### config.mk
export PLATFORM = sky130hd
export DESIGN_NAME = fir_out_adapter
export DESIGN_NICKNAME = d
export VERILOG_FILES = /design/src/rtl/fir_pkg.sv /design/src/rtl/fir_out_fifo.sv /design/src/rtl/fir_out_adapter.sv
export SDC_FILE = /design/constraint.sdc
export NUM_CORES = 1
export LEC_CHECK = 0
export ABC_AREA = 1
export CAP_MARGIN = 10
export CORE_UTILIZATION = 40
export CTS_CLUSTER_SIZE = 28
export DETAILED_ROUTE_END_ITERATION = 6
export PLACE_DENSITY_LB_ADDON = 0.2
export SLEW_MARGIN = 20
export SYNTH_ARGS = -nofsm -noshare
export SYNTH_HDL_FRONTEND = slang
export SYNTH_SLANG_ARGS = --single-unit
### constraint.sdc
create_clock -name clk -period 3.44 [get_ports clk]
set_clock_uncertainty 0.15 [all_clocks]
set_input_delay 0.344 -clock clk [delete_from_list [all_inputs] [get_ports clk]]
set_output_delay 0.344 -clock clk [all_outputs]
set_load 0.1 [all_outputs]
### src/rtl/fir_pkg.sv
// Shared definitions for the FIR output adapter: the status bundle, the
// sat_cnt width, and the scaling/clipping helpers used by the datapath.
package fir_pkg;

    localparam int SAT_CNT_W = 16;
    localparam logic [SAT_CNT_W-1:0] SAT_CNT_MAX = '1;

    typedef struct packed {
        logic                 ovf;
        logic                 sat;
        logic [SAT_CNT_W-1:0] sat_cnt;
    } fir_status_t;

    // Arithmetic shift right by drop bits. With round_en set, the result is
    // rounded half-to-even; otherwise it is the floor (round toward -inf).
    function automatic logic signed [63:0] fir_scale(
        input logic signed [63:0] x,
        input int                 drop,
        input logic               round_en
    );
        logic signed [63:0] q;
        logic [63:0]        mask;
        logic [63:0]        frac;
        logic [63:0]        half;
        q    = x >>> drop;
        mask = (64'd1 << drop) - 64'd1;
        frac = x & mask;
        half = 64'd1 << (drop - 1);
        if (round_en && ((frac > half) || ((frac == half) && q[0]))) begin
            q = q + 64'sd1;
        end
        return q;
    endfunction

    // Clamp x into the signed range of a w-bit two's complement number.
    function automatic logic signed [63:0] fir_saturate(
        input logic signed [63:0] x,
        input int                 w
    );
        logic signed [63:0] hi;
        logic signed [63:0] lo;
        logic signed [63:0] r;
        hi = (64'sd1 <<< (w - 1)) - 64'sd1;
        lo = -(64'sd1 <<< (w - 1));
        if (x > hi) begin
            r = hi;
        end else if (x < lo) begin
            r = lo;
        end else begin
            r = x;
        end
        return r;
    endfunction

    // True when fir_saturate would change x.
    function automatic logic fir_clipped(
        input logic signed [63:0] x,
        input int                 w
    );
        logic signed [63:0] hi;
        logic signed [63:0] lo;
        hi = (64'sd1 <<< (w - 1)) - 64'sd1;
        lo = -(64'sd1 <<< (w - 1));
        return (x > hi) || (x < lo);
    endfunction

endpackage

### src/rtl/fir_out_fifo.sv
// Synchronous FIFO with registered pointers and a count of log2(DEPTH)+1
// bits for full/empty. The head word is presented combinationally so a
// write becomes visible on the cycle after it lands; the output reads as
// zero while the FIFO is empty. A write on a full FIFO is accepted only
// when a read happens on the same edge, otherwise it is dropped and
// flagged on drop_o.
module fir_out_fifo #(
    parameter int WIDTH = 12,
    parameter int DEPTH = 8
) (
    input  logic             clk,
    input  logic             rst,
    input  logic             wr_en_i,
    input  logic [WIDTH-1:0] wr_data_i,
    input  logic             rd_en_i,
    output logic [WIDTH-1:0] rd_data_o,
    output logic             empty_o,
    output logic             drop_o
);

    localparam int AW = $clog2(DEPTH);
    localparam int CW = AW + 1;

    logic [WIDTH-1:0] mem [DEPTH];
    logic [AW-1:0]    wr_ptr_q, wr_ptr_d;
    logic [AW-1:0]    rd_ptr_q, rd_ptr_d;
    logic [CW-1:0]    count_q, count_d;
    logic             full;
    logic             do_wr;
    logic             do_rd;

    // Handshake decode and next pointer/count values.
    always_comb begin
        empty_o  = (count_q == '0);
        full     = (count_q == CW'(DEPTH));
        do_rd    = rd_en_i & ~empty_o;
        do_wr    = wr_en_i & (~full | do_rd);
        drop_o   = wr_en_i & ~do_wr;
        wr_ptr_d = do_wr ? wr_ptr_q + AW'(1) : wr_ptr_q;
        rd_ptr_d = do_rd ? rd_ptr_q + AW'(1) : rd_ptr_q;
        count_d  = count_q;
        case ({do_wr, do_rd})
            2'b10:   count_d = count_q + CW'(1);
            2'b01:   count_d = count_q - CW'(1);
            default: count_d = count_q;
        endcase
        rd_data_o = empty_o ? '0 : mem[rd_ptr_q];
    end

    // Pointer and occupancy registers.
    always_ff @(posedge clk or posedge rst) begin
        if (rst) begin
            wr_ptr_q <= '0;
            rd_ptr_q <= '0;
            count_q  <= '0;
        end else begin
            wr_ptr_q <= wr_ptr_d;
            rd_ptr_q <= rd_ptr_d;
            count_q  <= count_d;
        end
    end

    // Storage array; contents need no reset because count gates the output.
    always_ff @(posedge clk) begin
        if (do_wr) begin
            mem[wr_ptr_q] <= wr_data_i;
        end
    end

endmodule

### src/rtl/fir_out_adapter.sv
// FIR output adapter: scales a wide filter sample down by DROP_LSB bits,
// clips it to OUT_WIDTH and queues it in a small FIFO with a valid/ready
// output. Sticky ovf/sat flags and a saturating clip counter report drops
// and clipping.
// Define FIR_OUT_ADAPTER_ROUND_EN for convergent (half-to-even) rounding;
// by default the scaling truncates toward -inf. Latency is the same.
module fir_out_adapter
    import fir_pkg::*;
#(
    parameter int IN_WIDTH   = 26,
    parameter int DROP_LSB   = 10,
    parameter int OUT_WIDTH  = 12,
    parameter int FIFO_DEPTH = 8
) (
    input  logic                 clk,
    input  logic                 rst,
    input  logic                 valid_out,
    input  logic [IN_WIDTH-1:0]  dout,
    output logic                 m_valid,
    input  logic                 m_ready,
    output logic [OUT_WIDTH-1:0] m_data,
    input  logic                 clr_flags,
    output logic                 ovf,
    output logic                 sat,
    output logic [15:0]          sat_cnt
);

    // One extra bit above the shifted width so a round-up never wraps.
    localparam int S1W = IN_WIDTH - DROP_LSB + 1;

`ifdef FIR_OUT_ADAPTER_ROUND_EN
    localparam logic ROUND_EN = 1'b1;
`else
    localparam logic ROUND_EN = 1'b0;
`endif

    logic                        s1_valid_q;
    logic signed [S1W-1:0]       s1_data_q, s1_data_d;
    logic                        s2_valid_q;
    logic signed [OUT_WIDTH-1:0] s2_data_q, s2_data_d;
    logic                        s2_clip_d;
    logic                        clip_evt;
    fir_status_t                 status_q, status_d;
    logic                        fifo_rd;
    logic                        fifo_empty;
    logic                        fifo_drop;
    logic [OUT_WIDTH-1:0]        fifo_rd_data;

    // Datapath next values: scale/round for stage 1, clip for stage 2.
    always_comb begin
        s1_data_d = S1W'(fir_scale(64'($signed(dout)), DROP_LSB, ROUND_EN));
        s2_data_d = OUT_WIDTH'(fir_saturate(64'(s1_data_q), OUT_WIDTH));
        s2_clip_d = fir_clipped(64'(s1_data_q), OUT_WIDTH);
    end

    // Two-stage pipeline; data registers only load behind a valid strobe.
    always_ff @(posedge clk or posedge rst) begin
        if (rst) begin
            s1_valid_q <= 1'b0;
            s1_data_q  <= '0;
            s2_valid_q <= 1'b0;
            s2_data_q  <= '0;
        end else begin
            s1_valid_q <= valid_out;
            if (valid_out) begin
                s1_data_q <= s1_data_d;
            end
            s2_valid_q <= s1_valid_q;
            if (s1_valid_q) begin
                s2_data_q <= s2_data_d;
            end
        end
    end

    // Sticky status: clear first, so a set event on the same edge wins.
    always_comb begin
        clip_evt = s1_valid_q & s2_clip_d;
        status_d = status_q;
        if (clr_flags) begin
            status_d.ovf     = 1'b0;
            status_d.sat     = 1'b0;
            status_d.sat_cnt = '0;
        end
        if (fifo_drop) begin
            status_d.ovf = 1'b1;
        end
        if (clip_evt) begin
            status_d.sat = 1'b1;
            if (status_d.sat_cnt != SAT_CNT_MAX) begin
                status_d.sat_cnt = status_d.sat_cnt + SAT_CNT_W'(1);
            end
        end
    end

    // Status register.
    always_ff @(posedge clk or posedge rst) begin
        if (rst) begin
            status_q <= '0;
        end else begin
            status_q <= status_d;
        end
    end

    assign fifo_rd = m_valid & m_ready;

    fir_out_fifo #(
        .WIDTH (OUT_WIDTH),
        .DEPTH (FIFO_DEPTH)
    ) u_fifo (
        .clk       (clk),
        .rst       (rst),
        .wr_en_i   (s2_valid_q),
        .wr_data_i (s2_data_q),
        .rd_en_i   (fifo_rd),
        .rd_data_o (fifo_rd_data),
        .empty_o   (fifo_empty),
        .drop_o    (fifo_drop)
    );

    assign m_valid = ~fifo_empty;
    assign m_data  = fifo_rd_data;
    assign ovf     = status_q.ovf;
    assign sat     = status_q.sat;
    assign sat_cnt = status_q.sat_cnt;

endmodule

After elaboration in Yosys (flattened, before gate mapping)
Memory sizes are Yosys's and may differ from the RTL's.
Index checks and enable logic that the tools add are counted.
{"block": "word_totals", "regBits": 58, "ramBits": 96, "inputBits": 31, "out_inout_bits": 31, "elab_cells": 46, "memories": 1}
{"memory": "u_fifo.mem", "depth": 8, "width": 12, "read_ports": 1, "rd_ports_with_merged_regs": 0, "wr": 1, "line_no": "fir_out_fifo.sv:24", "text": "logic [WIDTH-1:0] mem [DEPTH];"}
{"block": "classes", "n_addsub": 5, "n_lt_le_gt_ge": 2, "eq_ne": 4, "n_mux": 10, "bitwise_logic": 9, "reduce_logical": 5}
{"cell": "12-bit 2-to-1 mux", "n": 3}
{"cell": "18-bit 2-to-1 mux", "n": 1}
{"cell": "17-bit 2-to-1 mux", "n": 1}
{"cell": "16-bit by 1-bit adder with 16-bit output, second input constant", "n": 1}
{"cell": "16-bit by 12-bit > comparator with 1-bit output, second input constant", "n": 1}
{"cell": "16-bit by 12-bit < comparator with 1-bit output, second input constant", "n": 1}
{"cell": "16-bit 2-to-1 mux", "n": 1}
{"cell": "16-bit inequality test, second input constant", "n": 1}
{"cell": "4-bit case mux with 2 select lines", "n": 1}
{"cell": "3-bit by 1-bit adder with 3-bit output, second input constant", "n": 2}
{"cell": "2-bit nonzero test", "n": 3}
{"cell": "1-bit AND", "n": 5}
{"cell": "4-bit by 1-bit adder with 4-bit output, second input constant", "n": 1}
{"cell": "4-bit == test, second input constant", "n": 1}
{"cell": "4-bit zero test", "n": 1}
{"cell": "4-bit by 1-bit subtractor with 4-bit output, second input constant", "n": 1}
{"cell": "1-bit 2-to-1 mux", "n": 3}
{"cell": "1-bit inverter", "n": 3}
{"cell": "2-bit by 1-bit == test with 1-bit output, second input constant", "n": 1}
{"cell": "2-bit == test, second input constant", "n": 1}
{"cell": "1-bit logical OR", "n": 1}
{"cell": "1-bit bitwise OR", "n": 1}

Logic depth before layout (Yosys ltp)
Gate-level depths: netlist of run 1.
{"block": "depth", "ltp_word": 9, "ltp_mapped": 16, "ltp_nobuf": 16}

Hierarchy
From an unflattened synthesis of run 1, not the netlist that was laid out.
{"block": "unflattened", "hier_cells": 674, "hier_area_um2": 6961.7}
{"mod": "fir_out_fifo", "n_inst": 1, "cells_per_inst": 369, "area_per_inst_um2": 4389.2, "seq_area_each_um2": 3133.0}
{"mod": "fir_out_adapter", "n_inst": 1, "cells_per_inst": 305, "area_per_inst_um2": 2572.5, "seq_area_each_um2": 1201.2}

Worst setup path after synthesis of run 1
No wires, ideal clock.
{"block": "synth_path", "path_type": "flip-flop to output port", "start": "register u_fifo.count_q[0]", "end": "output port m_data[10]", "arrival_time_ns": 3.085, "required_time_ns": 2.946, "setup_slack_ns": -0.139, "stages_incl_launch_ff": 6, "path_buffers": 1, "cell_sequence": "dfrtp_1 -> nor2_1 -> nand3_1 -> clkbuf_1 -> o21ai_0 -> nor2_1"}
{"block": "synth_via", "elab_chain_len": 2}
{"element": "start: declaration", "line_no": "fir_out_fifo.sv:27", "text": "logic [CW-1:0] count_q, count_d;"}
{"element": "start signal: assignment", "line_no": "fir_out_fifo.sv:59", "text": "count_q <= count_d;"}
{"element": "4-bit zero test", "line_no": "fir_out_fifo.sv:34", "text": "empty_o = (count_q == '0);"}
{"element": "12-bit 2-to-1 mux", "line_no": "fir_out_fifo.sv:47", "text": "rd_data_o = empty_o ? '0 : mem[rd_ptr_q];"}
{"element": "end: declaration", "line_no": "fir_out_adapter.sv:21", "text": "output logic [OUT_WIDTH-1:0] m_data,"}
Every way passes these cells.

Final worst setup path of run 1
{"block": "layout_path", "start": "register u_fifo.rd_ptr_q[1]", "end": "output port m_data[1]"}
{"block": "layout_via", "elab_chain_len": 2}
{"element": "start: declaration", "line_no": "fir_out_fifo.sv:26", "text": "logic [AW-1:0] rd_ptr_q, rd_ptr_d;"}
{"element": "start signal: assignment", "line_no": "fir_out_fifo.sv:58", "text": "rd_ptr_q <= rd_ptr_d;"}
{"element": "memory 8 x 12 bit"}
{"element": "12-bit 2-to-1 mux", "line_no": "fir_out_fifo.sv:47"}
Every way passes these cells.

==> impl_metrics.json, run 1 <==
{
  "synth_top_area_share": 0.416,
  "htreeDepth": 4,
  "drive_above_1_share": 0.167,
  "final_max_slew_viol_count": 0,
  "post_cts_buffers": 0,
  "p_leak_nw": 3.36,
  "dieArea_um2": 17900,
  "start_util": 0.414,
  "multi_input_area_um2": 2250,
  "worst-endpoint-required_ns": 2.95,
  "yosysMostFrequentCell": "nor2_1",
  "power_density_nw_per_um2": 898,
  "syn_avg_cell_area_um2": 10.5,
  "hpwl_um": 9860,
  "num_antenna_cells": 0,
  "grt_overflow": 0,
  "seq_area_um2": 4330,
  "root_buffer": "clkbuf_16",
  "ant_nets": 0,
  "clock_latency_ns": 0.42,
  "wl_per_cell_um": 15.6,
  "io_buffers": 51,
  "start_kind": "flop",
  "tightest_slew_ns": 0.970,
  "core_area_um2": 16800,
  "r2r_cells": 16,
  "timing.rr.end": "u_fifo.count_q[3]",
  "hold_viol_final": 0,
  "grt_use_total": 0.179,
  "ys_top_cells_by_count": "134 x nor2_1, 96 x edfxtp_1, 91 x nand2_1",
  "top_level_ports": 62,
  "grt_pass1_vias": 4800,
  "syn-num-nets": 700,
  "synth_top_area_cell": "edfxtp_1",
  "rows": 47,
  "hp-class": "input port to asynchronous set/reset pin",
  "cts_hold_buf": 0,
  "ys_types": 34,
  "max_freq_mhz": 343,
  "post-route-period-util": 0.848,
  "synth-edff-count": 96,
  "grt_setup_unrepaired": "no",
  "cts_buffer_depth": 2,
  "nets": 760,
  "die_x_um": 134,
  "grt_max_degree": 50,
  "worst-endpoint-arrival_ns": 2.42,
  "synth_ff_type": "edfxtp_1",
  "cp_max_fo": 25,
  "area_delta_synth_final_pct": 21.9,
  "drc": 0,
  "finalWeightedCongestion": 0.817,
  "via_per_inst": 4.99,
  "drt_wl_total_um": 14900,
  "cts_buffers": 17,
  "fin_crit_ns": 2.92,
  "post_cts_resized": 0,
  "drt_first_pass_iters": 4,
  "r2r_slack_ns": 1.03,
  "holdWs_ns": 0.306,
  "cts.sinks": 154,
  "timing.rr.start": "u_fifo.count_q[1]",
  "async_reset_ff_frac": 0.377,
  "syn_inst": 663,
  "synth_seq_cells": 154,
  "status": "completed",
  "ys_warn_count": 0,
  "criticalPathCategory": "flop to output port",
  "clk_pin_slew_ns": 0.07,
  "slew_headroom": 0.351,
  "die_y_um": 134,
  "synth_area_leaders": "edfxtp_1 42%, dfrtp_1 21%, nor2_1 7.3%, o21ai_0 5.3%, nand2_1 4.9%",
  "cts_tree": "built",
  "fillers": 1476,
  "setup_tns_ns": 0,
  "endpoint_kind": "output port",
  "drtIter0Drc": 275,
  "setup_viol": 0,
  "ys_seq_area_frac": 0.625,
  "grt_pass1_wl_um": 24300,
  "ir_drop_uv": 916,
  "cap_violations": 0,
  "netlist_area_um2": 6930,
  "via_count": 4772,
  "antenna_found_initial": 0
}
==> where the power goes <==
| part | internal [mW] | switching (mW) | leakage (nW) |
|---|---|---|---|
| sequential | 2.28 | 0.217 | 1.60 |
| clock | 1.08 | 0.766 | 0.289 |
| combinational | 1.06 | 2.19 | 1.47 |
==> per-layer routing <==
metal  track usage  up-vias  routed length, um  part of all wire
li1              -     2358                  -                 -
met1         0.220     2302               6570              0.44
met2         0.312       89               7570              0.51
met3        0.0335       23                490             0.033
met4        0.0663        0                245             0.016
met5             0        -                  0                 0
==> cell usage in the layout, fill, tap and decap left out, types with 11 or more instances in the layout <==
master,synthesis,layout
nand3_1,23,23
edfxtp_1,96,96
nand2_1,91,91
nor2_2,8,17
clkbuf_16,0,17
inv_1,57,56
mux2_2,14,14
buf_12,0,13
o21ai_0,73,73
clkdlybuf4s50_1,0,38
o32ai_1,12,12
dfrtp_1,58,58
nor2_1,134,125
buf_4,1,17
o22ai_1,11,11
==> critical path, stage by stage, from the launching register on <==
cell and delay [ns]:
dfrtp_1 0.86, buf_4 0.34, o21ai_0 0.11, o21ai_0 0.15
o21ai_0 0.12, nor2_1 0.22, buf_12 0.20
==> cell families after synthesis <==
kind of cell	after synthesis	share of synthesized area
xor+xnor	9	0.0114
mux	14	0.0227
fa+ha+maj	6	0.0119
buf+inv	87	0.0543
simple gates	290	0.191
compound gates	103	0.0832
flops	154	0.625
==> cell type report <==
cell class,count,share of cell area
clock buffer,17,0.0503
timing repair buffer,68,0.0909
tap,220,0.0326
sequential,154,0.513
multi-input combinational,422,0.266
inverter,60,0.0283
clock inverter,15,0.0197
==> through the flow <==
stage / area [um^2] / total power [mW] / util / std cells / setup slack, ns
after detailed placement: 7860 / 5.80 / 0.469 / 924 / 0.817
after CTS: 8450 / 7.66 / 0.504 / 956 / 0.528
after floorplan: 6960 / 4.64 / - / 663 / 0.250
after global placement: 7860 / 5.71 / 0.469 / 924 / 0.884
after global routing: 8450 / 7.96 / 0.504 / 956 / 0.342
final: 8450 / 7.59 / 0.504 / 956 / 0.524
==> worst max path at each step <==
| stage | from | to | slack [ns] | depth (start not counted) |
|---|---|---|---|---|
| 2_1_floorplan | u_fifo.count_q[0] | m_data[10] | 0.25 | 5 |
| 3_3_place_gp | clr_flags | sat_cnt[12] | 0.88 | 15 |
| 3_5_place_dp | clr_flags | sat_cnt[14] | 0.82 | 15 |
| 4_1_cts | u_fifo.rd_ptr_q[1] | m_data[1] | 0.53 | 6 |
| 5_1_grt | u_fifo.rd_ptr_q[1] | m_data[8] | 0.34 | 6 |
| 6_report | u_fifo.rd_ptr_q[1] | m_data[1] | 0.52 | 6 |
==> sequential cells by signal, indices dropped and copies added, names as in the netlist <==
name	count
s1_data_q	16
s2_valid_q	1
s2_data_q	12
s1_valid_q	1
sat	1
u_fifo.wr_ptr_q	3
u_fifo.rd_ptr_q	3
u_fifo.count_q	4
u_fifo.mem	96
sat_cnt	16
ovf	1
No activity file was read; power rests on OpenSTA's default activity.
==> run 2: changes to the inputs <==
==> constraint.sdc (replaced) <==
create_clock -name clk -period 2.4 [get_ports clk]
set_clock_uncertainty 0.15 [all_clocks]
set_input_delay 0.24 -clock clk [delete_from_list [all_inputs] [get_ports clk]]
set_output_delay 0.24 -clock clk [all_outputs]
set_load 0.1 [all_outputs]
==> impl_metrics.json, run 2 (same netlist as run 1, synthesis figures left out) <==
{
  "slew_headroom": 0.534,
  "htreeDepth": 4,
  "seq_area_um2": 4340,
  "grt_pass1_wl_um": 24000,
  "post_cts_buffers": 0,
  "cp_max_fo": 21,
  "die_y_um": 134,
  "hpwl_um": 9470,
  "fin_util": 0.515,
  "cts_buffer_depth": 2,
  "status": "completed",
  "cts_hold_buf": 0,
  "criticalPathCategory": "flop to output port",
  "mostFrequentLayoutCell": "nor2_1",
  "max_freq_mhz": 432,
  "via_per_inst": 4.93,
  "tightest_slew_ns": 0.699,
  "cts.sinks": 154,
  "busiest_layer": "met2",
  "cap_violations": 0,
  "top_level_ports": 62,
  "grt_use_met2": 0.322,
  "cts_buffers": 17,
  "multi_input_area_um2": 2300,
  "via_count": 4742,
  "regMostFlops": "u_fifo.mem",
  "ant_nets": 0,
  "grt_max_degree": 59,
  "power_density_nw_per_um2": 1300,
  "post-route-period-util": 0.965,
  "clock_latency_ns": 0.42,
  "root_buffer": "clkbuf_16",
  "largest_reg_flops": 96,
  "num_antenna_cells": 0,
  "die_x_um": 134,
  "use_met1": 0.206,
  "nets": 766,
  "setup_viol": 0,
  "gr-usage-met3": 0.0282,
  "io_buffers": 51,
  "cts_tree": "built",
  "r2r_slack_ns": 0.26,
  "endpoint_kind": "output port",
  "final_max_slew_viol_count": 0,
  "hold_viol_final": 0,
  "start_util": 0.414,
  "worst-endpoint-arrival_ns": 1.93,
  "p_leak_nw": 3.47,
  "worst-endpoint-required_ns": 2.01,
  "core_area_um2": 16800,
  "dieArea_um2": 17900,
  "grt_pass1_vias": 4782,
  "fin_crit_ns": 2.32,
  "drive_above_1_share": 0.209,
  "finalWeightedCongestion": 0.819,
  "fillers": 1460,
  "grt_setup_unrepaired": "no",
  "hp-class": "input port to asynchronous set/reset pin",
  "grt_use_total": 0.176,
  "mostFrequentLayoutCells": "121 x nor2_1, 96 x edfxtp_1, 91 x nand2_1",
  "holdWs_ns": 0.0542,
  "drt_wl_total_um": 14600,
  "area_delta_synth_final_pct": 24.4,
  "ir_drop_uv": 1250,
  "rows": 47,
  "drt_first_pass_iters": 4,
  "drc": 0,
  "drtIter0Drc": 312,
  "start_kind": "flop",
  "grt_overflow": 0,
  "antenna_found_initial": 0,
  "clk_pin_slew_ns": 0.07,
  "wl_per_cell_um": 15.2
}
-- run 2: cell types whose count changed in the layout (fill, tap and decap cells not counted), sizes merged --
cell	before	now
buf	30	53
clkinvlp	1	2
inv	64	65
clkbuf	17	18
clkdlybuf4s50	38	20
clkinv	8	6
-- run 2: path summary, 6_finish.rpt --
check                                          end  depth (start not counted)          startpoint
worst max-delay path                     m_data[7]                          7  u_fifo.rd_ptr_q[0]
max in group asynchronous       u_fifo.rd_ptr_q[0]                          3                 rst
min in group clk                     s1_data_q[14]                          3            dout[24]
worst min register to register                 sat                          2                 sat
worst max register to register   u_fifo.count_q[3]                         15   u_fifo.count_q[1]
worst min-delay path                           sat                          3                 rst
-- run 2: area by class of cell --
type                       instances  area share
clock buffer                      17      0.0493
clock inverter                    15      0.0191
inverter                          60      0.0280
timing repair buffer              74       0.102
multi-input combinational        422       0.267
sequential                       154       0.503
tap                              220      0.0319
-- run 2: through the flow --
stage	std cells	area, um^2	setup slack (ns)	TNS (ns)	total power [mW]
5_1_grt	962	8630	0.00162	0	11.8
2_1_floorplan	663	7010	-0.139	-0.139	6.80
4_1_cts	961	8570	0.00710	0	11.2
6_report	962	8630	0.0847	0	11.2
3_5_place_dp	929	7980	0.0552	0	8.50
3_3_place_gp	929	7980	0.0757	0	8.41
-- run 2: timing repair --
action,in CTS,in global routing
cloned,0,1
resized for setup,2,22
pin swaps,0,4
setup endpoints to repair,2,13
-- run 2: power breakdown --
group / internal (mW) / total, mW / switching, mW
registers: 3.27 / 3.49 / 0.221
clock network: 1.55 / 2.65 / 1.10
logic: 1.73 / 5.06 / 3.33
-- run 2: critical path, cell delays in order, from the launching register on --
cell and delay, ns:
dfrtp_2 0.45, inv_4 0.11, clkbuf_16 0.20, nor2_1 0.06
o32ai_1 0.22, nor2_1 0.11, nor2_4 0.16, buf_12 0.19
-- run 2: metal layers --
metal | share of wire | routed length [um]
met2 | 0.54 | 7810
met5 | 0 | 0
met4 | 0.0080 | 117
met3 | 0.043 | 622
met1 | 0.41 | 6030
==> run 3: changes to the inputs <==
--- a/config.mk
+++ b/config.mk
@@ -10,6 +10,7 @@
 export CORE_UTILIZATION = 40
 export CTS_CLUSTER_SIZE = 28
 export DETAILED_ROUTE_END_ITERATION = 6
+export HOLD_SLACK_MARGIN = 0.06
 export PLACE_DENSITY_LB_ADDON = 0.2
 export SLEW_MARGIN = 20
 export SYNTH_ARGS = -nofsm -noshare
==> results of run 3 <==
Final layout, timing and power as in run 2 (identical DEF).
